### config.mk
export PLATFORM = sky130hd
export DESIGN_NAME = uart_frame_demux
export DESIGN_NICKNAME = d
export VERILOG_FILES = /design/src/rtl/uart_frame_demux_pkg.sv /design/src/rtl/uart_frame_demux_link_watchdog.sv /design/src/rtl/uart_frame_demux.sv
export SDC_FILE = /design/constraint.sdc
export NUM_CORES = 1
export LEC_CHECK = 0
export ABC_AREA = 1
export BUFFER_PORTS_ARGS = -buffer_cell sky130_fd_sc_hd__buf_2
export CAP_MARGIN = 20
export CORE_MARGIN = 1.5
export CORE_UTILIZATION = 50
export DETAILED_ROUTE_END_ITERATION = 12
export GPL_TIMING_DRIVEN = 0
export PLACE_DENSITY = 0.85
export SLEW_MARGIN = 20
export SYNTH_ARGS = -nofsm -noshare
export SYNTH_HDL_FRONTEND = slang
export SYNTH_SLANG_ARGS = --single-unit
export TNS_END_PERCENT = 50
### constraint.sdc
create_clock -name clk -period 1.4 [get_ports clk]
set_input_delay 0.14 -clock clk [delete_from_list [all_inputs] [get_ports clk]]
set_output_delay 0.14 -clock clk [all_outputs]
set_load 0.01 [all_outputs]
### src/rtl/uart_frame_demux_pkg.sv
// Shared word-format definitions for the UART frame mux (transmit board) and
// demux (client board): field widths, tag assignments and control-word bits.
package uart_frame_demux_pkg;

  localparam int unsigned WORD_W    = 16;
  localparam int unsigned TAG_W     = 4;
  localparam int unsigned PAYLOAD_W = WORD_W - TAG_W;

  localparam logic [TAG_W-1:0] COMMIT_TAG = 4'h0;
  localparam logic [TAG_W-1:0] PL1_POSX   = 4'h3;
  localparam logic [TAG_W-1:0] PL1_POSY   = 4'h4;
  localparam logic [TAG_W-1:0] BALL_POSX  = 4'h5;
  localparam logic [TAG_W-1:0] BALL_POSY  = 4'h6;

  // Control-word payload layout
  localparam int unsigned CTRL_SCORE_W       = 4;
  localparam int unsigned CTRL_PL1_SCORE_LSB = 0;
  localparam int unsigned CTRL_PL2_SCORE_LSB = 4;
  localparam int unsigned CTRL_POINT_BIT     = 8;
  localparam int unsigned CTRL_END_GAME_BIT  = 9;

  typedef struct packed {
    logic                    end_game;
    logic                    point;
    logic [CTRL_SCORE_W-1:0] pl2_score;
    logic [CTRL_SCORE_W-1:0] pl1_score;
  } ctrl_fields_t;

  function automatic ctrl_fields_t unpack_ctrl(input logic [PAYLOAD_W-1:0] payload);
    ctrl_fields_t f;
    f.pl1_score = payload[CTRL_PL1_SCORE_LSB +: CTRL_SCORE_W];
    f.pl2_score = payload[CTRL_PL2_SCORE_LSB +: CTRL_SCORE_W];
    f.point     = payload[CTRL_POINT_BIT];
    f.end_game  = payload[CTRL_END_GAME_BIT];
    return f;
  endfunction

endpackage

### src/rtl/uart_frame_demux_link_watchdog.sv
// Link watchdog: counts idle cycles since the last activity pulse and flags
// link loss once TIMEOUT idle cycles have accumulated (TIMEOUT >= 1).
module link_watchdog #(
  parameter int unsigned TIMEOUT = 1000000
) (
  input  logic clk,
  input  logic rst_n,
  input  logic activity,
  output logic link_lost
);

  localparam int unsigned CntW = $clog2(TIMEOUT + 1);
  localparam logic [CntW-1:0] CntMax = CntW'(TIMEOUT);

  logic [CntW-1:0] idle_cnt_q, idle_cnt_d;
  logic            link_lost_q, link_lost_d;

  always_comb begin
    idle_cnt_d = idle_cnt_q;
    if (activity) begin
      idle_cnt_d = '0;
    end else if (idle_cnt_q != CntMax) begin
      idle_cnt_d = idle_cnt_q + 1'b1;
    end
    // Flag follows the registered count, so it drops one edge after activity.
    link_lost_d = (idle_cnt_q == CntMax);
  end

  always_ff @(posedge clk) begin
    if (!rst_n) begin
      idle_cnt_q  <= '0;
      link_lost_q <= 1'b0;
    end else begin
      idle_cnt_q  <= idle_cnt_d;
      link_lost_q <= link_lost_d;
    end
  end

  assign link_lost = link_lost_q;

endmodule

### src/rtl/uart_frame_demux.sv
// Routes tagged 16-bit UART words into payload channels; with COMMIT_MODE=1 the
// channels are double-buffered and published atomically on each commit word.
module uart_frame_demux #(
  parameter int unsigned WORD_W      = uart_frame_demux_pkg::WORD_W,
  parameter int unsigned TAG_W       = uart_frame_demux_pkg::TAG_W,
  parameter int unsigned N_CH        = 4,
  parameter int unsigned TAG_BASE    = 3,
  parameter int unsigned COMMIT_TAG  = 0,
  parameter int unsigned COMMIT_MODE = 1,
  parameter int unsigned TIMEOUT     = 1000000,
  localparam int unsigned PAYLOAD_W  = WORD_W - TAG_W
) (
  input  logic                      clk,
  input  logic                      rst_n,
  input  logic [WORD_W-1:0]         in_data,
  input  logic                      in_valid,
  output logic [N_CH*PAYLOAD_W-1:0] ch_data,
  output logic [N_CH-1:0]           ch_upd,
  output logic [PAYLOAD_W-1:0]      ctrl_data,
  output logic                      ctrl_strobe,
  output logic [15:0]               frame_cnt,
  output logic [7:0]                bad_tag_cnt,
  output logic                      link_lost
);

  import uart_frame_demux_pkg::*;

  logic [TAG_W-1:0]     tag;
  logic [PAYLOAD_W-1:0] payload;
  logic [N_CH-1:0]      ch_hit;
  logic                 is_commit;
  logic                 is_chan;

  logic [N_CH*PAYLOAD_W-1:0] ch_data_q, ch_data_d;
  logic [N_CH-1:0]           ch_upd_q, ch_upd_d;
  logic [PAYLOAD_W-1:0]      ctrl_data_q, ctrl_data_d;
  logic                      ctrl_strobe_q, ctrl_strobe_d;
  logic [15:0]               frame_cnt_q, frame_cnt_d;
  logic [7:0]                bad_tag_cnt_q, bad_tag_cnt_d;
  logic [N_CH*PAYLOAD_W-1:0] shadow_q, shadow_d;
  logic [N_CH-1:0]           dirty_q, dirty_d;

  assign tag     = in_data[WORD_W-1 -: TAG_W];
  assign payload = in_data[PAYLOAD_W-1:0];

  always_comb begin
    for (int k = 0; k < int'(N_CH); k++) begin
      ch_hit[k] = (tag == TAG_W'(TAG_BASE + k));
    end
    is_commit = (tag == TAG_W'(COMMIT_TAG));
    is_chan   = |ch_hit;
  end

  always_comb begin
    ch_data_d     = ch_data_q;
    ch_upd_d      = '0;
    ctrl_data_d   = ctrl_data_q;
    ctrl_strobe_d = 1'b0;
    frame_cnt_d   = frame_cnt_q;
    bad_tag_cnt_d = bad_tag_cnt_q;
    shadow_d      = shadow_q;
    dirty_d       = dirty_q;

    if (in_valid) begin
      if (is_chan) begin
        for (int k = 0; k < int'(N_CH); k++) begin
          if (ch_hit[k]) begin
            if (COMMIT_MODE != 0) begin
              shadow_d[k*PAYLOAD_W +: PAYLOAD_W] = payload;
              dirty_d[k]                         = 1'b1;
            end else begin
              ch_data_d[k*PAYLOAD_W +: PAYLOAD_W] = payload;
              ch_upd_d[k]                         = 1'b1;
            end
          end
        end
      end else if (is_commit) begin
        ctrl_data_d   = payload;
        ctrl_strobe_d = 1'b1;
        frame_cnt_d   = frame_cnt_q + 16'd1;
        if (COMMIT_MODE != 0) begin
          // Publish every channel, even clean ones, so ch_data mirrors the shadow.
          ch_data_d = shadow_q;
          ch_upd_d  = dirty_q;
          dirty_d   = '0;
        end
      end else if (bad_tag_cnt_q != 8'hFF) begin
        bad_tag_cnt_d = bad_tag_cnt_q + 8'd1;
      end
    end
  end

  always_ff @(posedge clk) begin
    if (!rst_n) begin
      ch_data_q     <= '0;
      ch_upd_q      <= '0;
      ctrl_data_q   <= '0;
      ctrl_strobe_q <= 1'b0;
      frame_cnt_q   <= '0;
      bad_tag_cnt_q <= '0;
    end else begin
      ch_data_q     <= ch_data_d;
      ch_upd_q      <= ch_upd_d;
      ctrl_data_q   <= ctrl_data_d;
      ctrl_strobe_q <= ctrl_strobe_d;
      frame_cnt_q   <= frame_cnt_d;
      bad_tag_cnt_q <= bad_tag_cnt_d;
    end
  end

  if (COMMIT_MODE != 0) begin : g_shadow
    always_ff @(posedge clk) begin
      if (!rst_n) begin
        shadow_q <= '0;
        dirty_q  <= '0;
      end else begin
        shadow_q <= shadow_d;
        dirty_q  <= dirty_d;
      end
    end
  end else begin : g_direct
    assign shadow_q = '0;
    assign dirty_q  = '0;
  end

  link_watchdog #(
    .TIMEOUT(TIMEOUT)
  ) u_link_watchdog (
    .clk      (clk),
    .rst_n    (rst_n),
    .activity (in_valid),
    .link_lost(link_lost)
  );

  assign ch_data     = ch_data_q;
  assign ch_upd      = ch_upd_q;
  assign ctrl_data   = ctrl_data_q;
  assign ctrl_strobe = ctrl_strobe_q;
  assign frame_cnt   = frame_cnt_q;
  assign bad_tag_cnt = bad_tag_cnt_q;

endmodule
==> results.txt, run 1 <==
Layout cells sized above 1 - 0.203
Antenna cell count - 0
Most frequent cell after synthesis - nand2_1
Worst Setup Path Type - flip-flop to flip-flop
Post-synth EDFFs - 0
Worst setup EP type - flip-flop
Total die area - 13600 um2
Worst stage delay on the critical path - 0.37 ns
Top cell family by delay on the critical path - simple AND/OR/NAND/NOR gates
Power density over the cells - 1250 nW/um2
Crit path DAT - 1.61 ns
Gr ovfl total - 0
Worst r2r src - bad_tag_cnt[0]
FF-to-FF End - bad_tag_cnt[7]
R2r worst-path depth - 8
Hold/Removal Path Class - primary input to flip-flop
Initial antenna violation count - 0
First-pass GRT wire length - 27.0 mm
Post-synth top area share - 0.503
Hold Startpoint - in_data[11]
Worst slack, placed - -0.357 ns
CTS Root Cell - clkbuf_16
Drt drc - 0
Worst setup SP type - flip-flop
CP required - 1.69 ns
Slowest-stage cell, CP - dfxtp_4
Syn Inst Count - 861
Fmax - 752 MHz
Nets - 1011
Worst vdd ir - 0.895 mV
Ys Warns - 0
Die W - 117 um
Syn avg cell area - 7.49 um2
Post-DR vias/cell - 5.32
Period Utilization, post-route - 0.949
H-tree Lvls - 4
Final setup fails - 0
Mapped Area - 6450 um2
Post-DP HPWL - 11.9 mm
Top_reg_cell synth - dfxtp_1
Largest net degree at the start of global routing - 17
Seq/Total Area, Yosys - 0.503
PortBufs - 107
Routed Antenna Nets - 0
Final Core Density - 0.626
Crit-path cells - ha_2 > nand2_1 > inv_2 > nand4_1 > nand2_4 > inv_4 > nand2_1 > a21oi_1
Status - finished clean
Post-synth cell types - 31
Starting Density - 0.511
Top cells by count, synth - nand2_1 (177), dfxtp_1 (162), a21oi_1 (118)
CP dominant cell by count - nand2_1
Pleak - 3.24 nW
Hold Path End - ctrl_data[11]
CTS Sinks - 162
# rows - 41
Gr usage total - 0.260
CTS max path bufs - 2
CTS buffer count - 17
FFs w/ async S/R, synth - 0
Chip Height - 117 um
Worst hold path stage count - 3
CTS tree - built
DR WL/cell - 14.7 um
Main area contributors after synthesis - dfxtp_1 (50%), nand2_1 (10%), a21oi_1 (9.2%)
Final min period - 1.33 ns
Total chip power - 9.86 mW
Levels on crit path - 8
Synth Net Count - 884
Cell accounting for the most synthesized area - dfxtp_1
Setup Skew - 0.00648 ns
# IOs - 109
Slew Viols, Final - 0
Pin slew with the least headroom to its limit - 0.639 ns
Critical path peak fanout - 9
Core area - 12600 um2
Final wirelength - 17.3 mm
Clk Latency, worst-skew pair - 0.42 ns
Worst Path Buf+Inv - 2
Initial DRT Pass Iterations - 4
Final setup margin - 0.0709 ns
#FFs+latches synth - 162
Total number of vias - 6246
FF-to-FF setup slack - 0.07 ns
Final weighted congestion in routability-driven placement - 0.942
Iter 0 DRT Violations - 596
MaxCap Viol Count - 0
Unrepaired setup endpoints after global routing - true
Reg clk slew, reported paths - 0.07 ns
Hold_buf cts - 0
Vias in the first global route - 5448
Synthesis-to-finish area growth - 22.4%
Max-slew headroom - 0.574
Final Hold Vio Count - 0
-- flip-flops by register name, indices dropped and copies added, names as in the netlist --
register and flops:
ch_upd 4, ctrl_strobe 1, u_link_watchdog.link_lost 1, frame_cnt 16, bad_tag_cnt 8, u_link_watchdog.idle_cnt_q 20
ch_data 48, shadow_q 48, dirty_q 4, ctrl_data 12
-- cell usage in the layout (no fill, tap or decap), drive strengths merged, types with 2 or more instances in the layout --
cell | Yosys | final
nand2 | 180 | 180
dfxtp | 162 | 162
buf | 23 | 131
a21oi | 118 | 118
nor2 | 114 | 114
o21ai | 90 | 90
inv | 83 | 89
clkbuf | 15 | 34
nand3 | 29 | 29
nor3 | 15 | 15
nand4 | 13 | 13
xnor2 | 4 | 4
xor2 | 4 | 4
ha | 4 | 4
nand3b | 3 | 3
clkinv | 0 | 3
or2 | 2 | 2
bufinv | 0 | 2
clkinvlp | 0 | 2
-- worst reg2reg max path, delay by kind of cell (launching register included) --
kind	cells	cell delay [ns]
AND/OR/NAND/NOR	4	0.43
AO/OA/AOI/OAI	1	0.05
adder cells (fa/ha/maj)	1	0.18
flip-flops	1	0.37
buffers and inverters	2	0.14
-- how the worst max path moves through the flow --
stage / from / to / slack, ns
detailed placement: u_link_watchdog.idle_cnt_q[0] / u_link_watchdog.idle_cnt_q[8] / -0.36
global route: bad_tag_cnt[0] / bad_tag_cnt[0] / -0.04
global placement: u_link_watchdog.idle_cnt_q[0] / u_link_watchdog.idle_cnt_q[8] / -0.35
finish: bad_tag_cnt[0] / bad_tag_cnt[7] / 0.07
floorplan: u_link_watchdog.idle_cnt_q[0] / u_link_watchdog.idle_cnt_q[8] / 0.06
CTS: frame_cnt[4] / frame_cnt[11] / 0.007
-- cell families (layout without fill, tap and decap cells) --
kind of cell    count (synthesis)  after routing  share of synthesized area
simple gates                  356            356                      0.236
compound gates                210            210                      0.164
flops                         162            162                      0.503
buf+inv                       121            261                     0.0785
xor+xnor                        8              8                     0.0109
fa+ha+maj                       4              4                    0.00776
-- layer usage --
layer | track usage | wire length [um]
met4 | 0.116 | 564
met5 | 0 | 0
met1 | 0.353 | 7700
met3 | 0.0535 | 1290
met2 | 0.401 | 7730
-- power by group --
part	switching [mW]	internal (mW)	total, mW
combinational	0.307	0.131	0.438
clock	1.96	2.75	4.71
sequential	0.0378	4.67	4.71
-- repair_timing --
action / 4_1_cts / 5_1_grt
pin swaps: 0 / 6
buffers inserted: 0 / 1
gates resized for setup: 7 / 24
endpoints found under the setup margin: 9 / 25
-- stage by stage --
stage               cell area, um2  TNS [ns]  hold WS (ns)  cells
floorplan                     6450         0         0.275    861
global placement              7200     -1.08         0.419   1140
detailed placement            7200     -1.10         0.422   1140
CTS                           7830         0        0.0258   1172
global route                  7900    -0.152        0.0328   1173
finish                        7900         0        0.0310   1173
-- area by class of cell --
class	instances	area (um2)
inverter	83	314
timing repair buffer	108	543
clock inverter	13	145
sequential	162	3260
multi-input combinational	578	2770
buffer	38	193
fill	1101	4720
clock buffer	19	453
tap	172	215
Note: power is estimated with default switching activity, not from simulation.
==> run 2: changes to the inputs <==
CORE_MARGIN = not set   (was 1.5)
CTS_CLUSTER_SIZE = 16   (was not set)
==> run 2 against run 1 <==
  * Clock skew is 0.00082 ns higher
  * Power grew 0.50%
  * Core utilization rose by 0.26 points
  * Highest routed layer unchanged
  * Critical path type unchanged
  * Clock power is 1% higher
==> results.txt, run 2 (synthesized netlist as in run 1, its figures left out) <==
R2r worst-path depth - 7
Setup repair bufs after CTS - 0
Combinational Power Share - 0.044
NetSw - 2.21 mW
Top cell family by delay on the critical path - simple AND/OR/NAND/NOR gates
Max-slew headroom - 0.611
Largest net degree at the start of global routing - 17
Sequential cell area - 3270 um2
Fmax - 752 MHz
Worst vdd ir - 0.753 mV
Worst hold path stage count - 3
CTS Root Cell - clkbuf_16
Worst setup SP type - flip-flop
CP required - 1.73 ns
Nets - 1010
Final setup fails - 0
Area after DPL - 7200 um2
Status - finished clean
Final wirelength - 16.8 mm
Critical path peak fanout - 5
Post-DR vias/cell - 5.31
Commonest non-fill, non-tap cells in the layout - nand2_1 (176), dfxtp_1 (148), buf_2 (122), a21oi_1 (118), nor2_1 (104)
Gr ovfl total - 0
Setup Skew - 0.00730 ns
Chip Height - 116 um
Final Hold Vio Count - 0
Iter 0 DRT Violations - 494
Fin area - 7930 um2
Clk Latency, worst-skew pair - 0.43 ns
DR WL/cell - 14.4 um
Seq pwr share - 0.475
Period Utilization, post-route - 0.950
Min Hold Slack - 0.0384 ns
H-tree Lvls - 4
Worst stage delay on the critical path - 0.35 ns
# rows - 41
Core area - 12600 um2
Initial DRT Pass Iterations - 5
Pleak - 3.23 nW
Layout cells sized above 1 - 0.211
Drt drc - 0
Hold_buf cts - 0
Synthesis-to-finish area growth - 22.9%
Setup tns final - 0 ns
Clock power frac - 0.480
Slowest-stage cell, CP - dfxtp_1
Total chip power - 9.91 mW
Reg clk slew, reported paths - 0.06 ns
Switching share of power - 0.223
PortBufs - 107
Starting Density - 0.511
Routed Antenna Nets - 0
Pin slew with the least headroom to its limit - 0.584 ns
Total die area - 13400 um2
FILL cells - 1100
Post-DP HPWL - 11.7 mm
Worst Setup Path Type - flip-flop to flip-flop
Levels on crit path - 7
CTS buffer count - 17
Initial antenna violation count - 0
Hold/Removal Path Class - primary input to flip-flop
Worst Path Buf+Inv - 1
Unrepaired setup endpoints after global routing - true
Vias in the first global route - 5279
First-pass GRT wire length - 26.3 mm
CTS max path bufs - 2
Final min period - 1.33 ns
Antenna cell count - 0
Power density over the cells - 1250 nW/um2
Slew Viols, Final - 0
Multi-input gate area - 2790 um2
Die W - 116 um
Internal power - 7.69 mW
MaxCap Viol Count - 0
Gr usage total - 0.258
CTS Sinks - 162
Commonest non-fill, non-tap cell in the layout - nand2_1
CTS tree - built
Worst setup EP type - flip-flop
Crit path DAT - 1.66 ns
CP dominant cell by count - nor2_1
Total number of vias - 6218
# IOs - 109
Final weighted congestion in routability-driven placement - 0.906
Crit-path cells - nand2_1 > inv_2 > nand2_2 > nor2_1 > nand3_1 > o21ai_0 > nor2_1
## run 2: worst reg2reg max path, cell delays in order (launching register included)
cell and delay [ns]:
dfxtp_1 0.35, nand2_1 0.13, inv_2 0.10, nand2_2 0.09, nor2_1 0.22, nand3_1 0.13
o21ai_0 0.16, nor2_1 0.05
## run 2: metrics by stage
stage          setup WS (ns)  instances  utilization
2_1_floorplan         0.0558        861            -
3_3_place_gp          -0.332       1140        0.571
3_5_place_dp          -0.332       1140        0.571
5_1_grt              -0.0150       1170        0.628
6_report              0.0701       1170        0.628
4_1_cts               0.0124       1170        0.621
## run 2: layout make-up
type,count,share of cell area
plain buffers,38,0.0243
flip-flops and latches,162,0.413
inverters,83,0.0402
clock buffers,19,0.0571
clock inverters,11,0.0191
well taps,172,0.0271
multi-input cells,578,0.352
repair buffers,107,0.0675
## run 2: timing repair
| action | CTS | global route |
|---|---|---|
| pin swaps | 0 | 7 |
| gates resized for setup | 8 | 38 |
| endpoints found under the hold margin | 0 | 0 |
| setup endpoints to repair | 13 | 27 |
## run 2: routing by layer
layer  vias to the layer above  routed length, um  track usage
met5                         -                  0            0
met2                       294               7690        0.400
met3                        28               1210       0.0533
met1                      2858               7480        0.348
met4                         0                423        0.115
li1                       3038                  -            -
## run 2: power by group through the flow
stage          Combinational [mW]  Sequential [mW]  Clock, mW
4_1_cts                     0.421             4.71       4.79
3_3_place_gp                0.410             4.81          0
2_1_floorplan               0.229             4.82          0
6_report                    0.437             4.71       4.76
3_5_place_dp                0.417             4.81          0
5_1_grt                     0.481             4.71       5.03
## run 2: path summary, 6_finish.rpt
path | end | startpoint | slack, ns
min | ctrl_data[11] | in_data[11] | 0.04
max | frame_cnt[11] | frame_cnt[5] | 0.07
max reg2reg | frame_cnt[11] | frame_cnt[5] | 0.07
min reg2reg | ch_upd[1] | dirty_q[1] | 0.45
==> run 3: changes to the inputs <==
CORE_ASPECT_RATIO = 0.7   (was not set)
==> run 3 against run 2 <==
  * Final area fell by 0.28%
  * Critical path depth unchanged
  * First-iteration DRC count rose by 46%
  * Cell count is 0.51% lower
  * Sequential cell count did not move
  * Setup slack got worse by 0.011 ns
  * Count of clock-buffer cells in the layout fell by 1
  * Register-to-register slack hardly changed
  * Largest cell class unchanged
  * Via count up 1.9%
  * Clock power shrank 4%
==> results.txt, run 3 (synthesized netlist as in run 1, its figures left out) <==
Total chip power - 9.73 mW
Clk Latency, worst-skew pair - 0.42 ns
Setup tns final - 0 ns
Critical path peak fanout - 7
Die W - 138 um
Internal power - 7.45 mW
Pleak - 3.23 nW
Largest net degree at the start of global routing - 17
Final Hold Vio Count - 0
Fin area - 7910 um2
Routed Antenna Nets - 0
Post-DR vias/cell - 5.45
Multi-input gate area - 2800 um2
Chip Height - 97.0 um
FILL cells - 1044
Initial DRT Pass Iterations - 5
Crit path DAT - 1.64 ns
Fmax - 746 MHz
Max-slew headroom - 0.609
Gr ovfl total - 0
Power density over the cells - 1230 nW/um2
Vias in the first global route - 5635
Worst vdd ir - 1.16 mV
Final min period - 1.34 ns
Setup Skew - 0.00727 ns
Final setup margin - 0.0592 ns
Pin slew with the least headroom to its limit - 0.586 ns
Min Hold Slack - 0.0366 ns
# rows - 34
Layout cells sized above 1 - 0.212
Non-filler cells, final - 1164
Final wirelength - 18.0 mm
First-pass GRT wire length - 28.3 mm
CP required - 1.70 ns
NetSw - 2.28 mW
Initial antenna violation count - 0
Reg clk slew, reported paths - 0.06 ns
Antenna cell count - 0
CTS Sinks - 162
Placed cell count - 1130
Drt drc - 0
CTS max path bufs - 2
Final Core Density - 0.632
CTS tree - built
Nets - 1012
# IOs - 109
Synthesis-to-finish area growth - 22.6%
Area after DPL - 7190 um2
H-tree Lvls - 4
Final setup fails - 0
Unrepaired setup endpoints after global routing - true
Slew Viols, Final - 0
MaxCap Viol Count - 0
Final weighted congestion in routability-driven placement - 0.948
Status - finished clean
Total die area - 13400 um2
Core area - 12500 um2
Post-DP HPWL - 12.6 mm
Switching share of power - 0.234
Hold/Removal Path Class - primary input to flip-flop
Commonest non-fill, non-tap cell in the layout - nand2_1
Gr usage total - 0.275
Seq pwr share - 0.484
Worst setup EP type - flip-flop
Hold_buf cts - 0
Iter 0 DRT Violations - 719
Starting Density - 0.516
Combinational Power Share - 0.045
Clock power frac - 0.470
Period Utilization, post-route - 0.958
Commonest non-fill, non-tap cells in the layout - nand2_1 (176), dfxtp_1 (148), buf_2 (122), a21oi_1 (118), nor2_1 (102)
Sequential cell area - 3270 um2
PortBufs - 107
CTS Root Cell - clkbuf_16
Worst setup SP type - flip-flop
CTS buffer count - 17
Worst slack, placed - -0.252 ns
Worst Setup Path Type - flip-flop to flip-flop
Total number of vias - 6339
DR WL/cell - 15.4 um
## run 3: what timing repair did
action,CTS,global route
setup buffers,0,2
pin swaps,1,4
resized for setup,9,32
setup endpoints to repair,17,27
## run 3: worst max-delay path, cell delays in order, from the launching register on
cell	delay (ns)
dfxtp_4	0.38
inv_2	0.09
ha_1	0.17
nand2_1	0.08
nor3_2	0.25
nand3_1	0.11
nand2_1	0.08
a21oi_1	0.07
## run 3: metal layers
metal  vias to the layer above  track usage  wire length (um)
met5                         -            0                 0
met2                       289        0.402              7830
met1                      2962        0.392              8020
met4                         0       0.0978               327
li1                       3054            -                 -
met3                        34       0.0645              1780
## run 3: final timing paths
check | start | slack, ns | depth (start not counted) | end
setup reg to reg | u_link_watchdog.idle_cnt_q[0] | 0.06 | 7 | u_link_watchdog.idle_cnt_q[2]
setup / recovery | u_link_watchdog.idle_cnt_q[0] | 0.06 | 7 | u_link_watchdog.idle_cnt_q[2]
hold reg to reg | dirty_q[2] | 0.45 | 2 | ch_upd[2]
hold / removal | in_data[11] | 0.04 | 3 | ctrl_data[11]
## run 3: power groups by stage
| stage | logic (mW) | clock network [mW] | registers [mW] |
|---|---|---|---|
| after global routing | 0.484 | 4.79 | 4.72 |
| final | 0.441 | 4.58 | 4.71 |
| after CTS | 0.424 | 4.61 | 4.71 |
| after floorplan | 0.229 | 0 | 4.82 |
| after global placement | 0.404 | 0 | 4.81 |
| after detailed placement | 0.417 | 0 | 4.81 |
## run 3: final cells by class
cell class,instances,area share
clock inverters,14,0.0195
flip-flops and latches,162,0.413
plain buffers,38,0.0244
repair buffers,109,0.0696
well taps,162,0.0256
multi-input cells,578,0.354
clock buffers,18,0.0543
inverters,83,0.0397
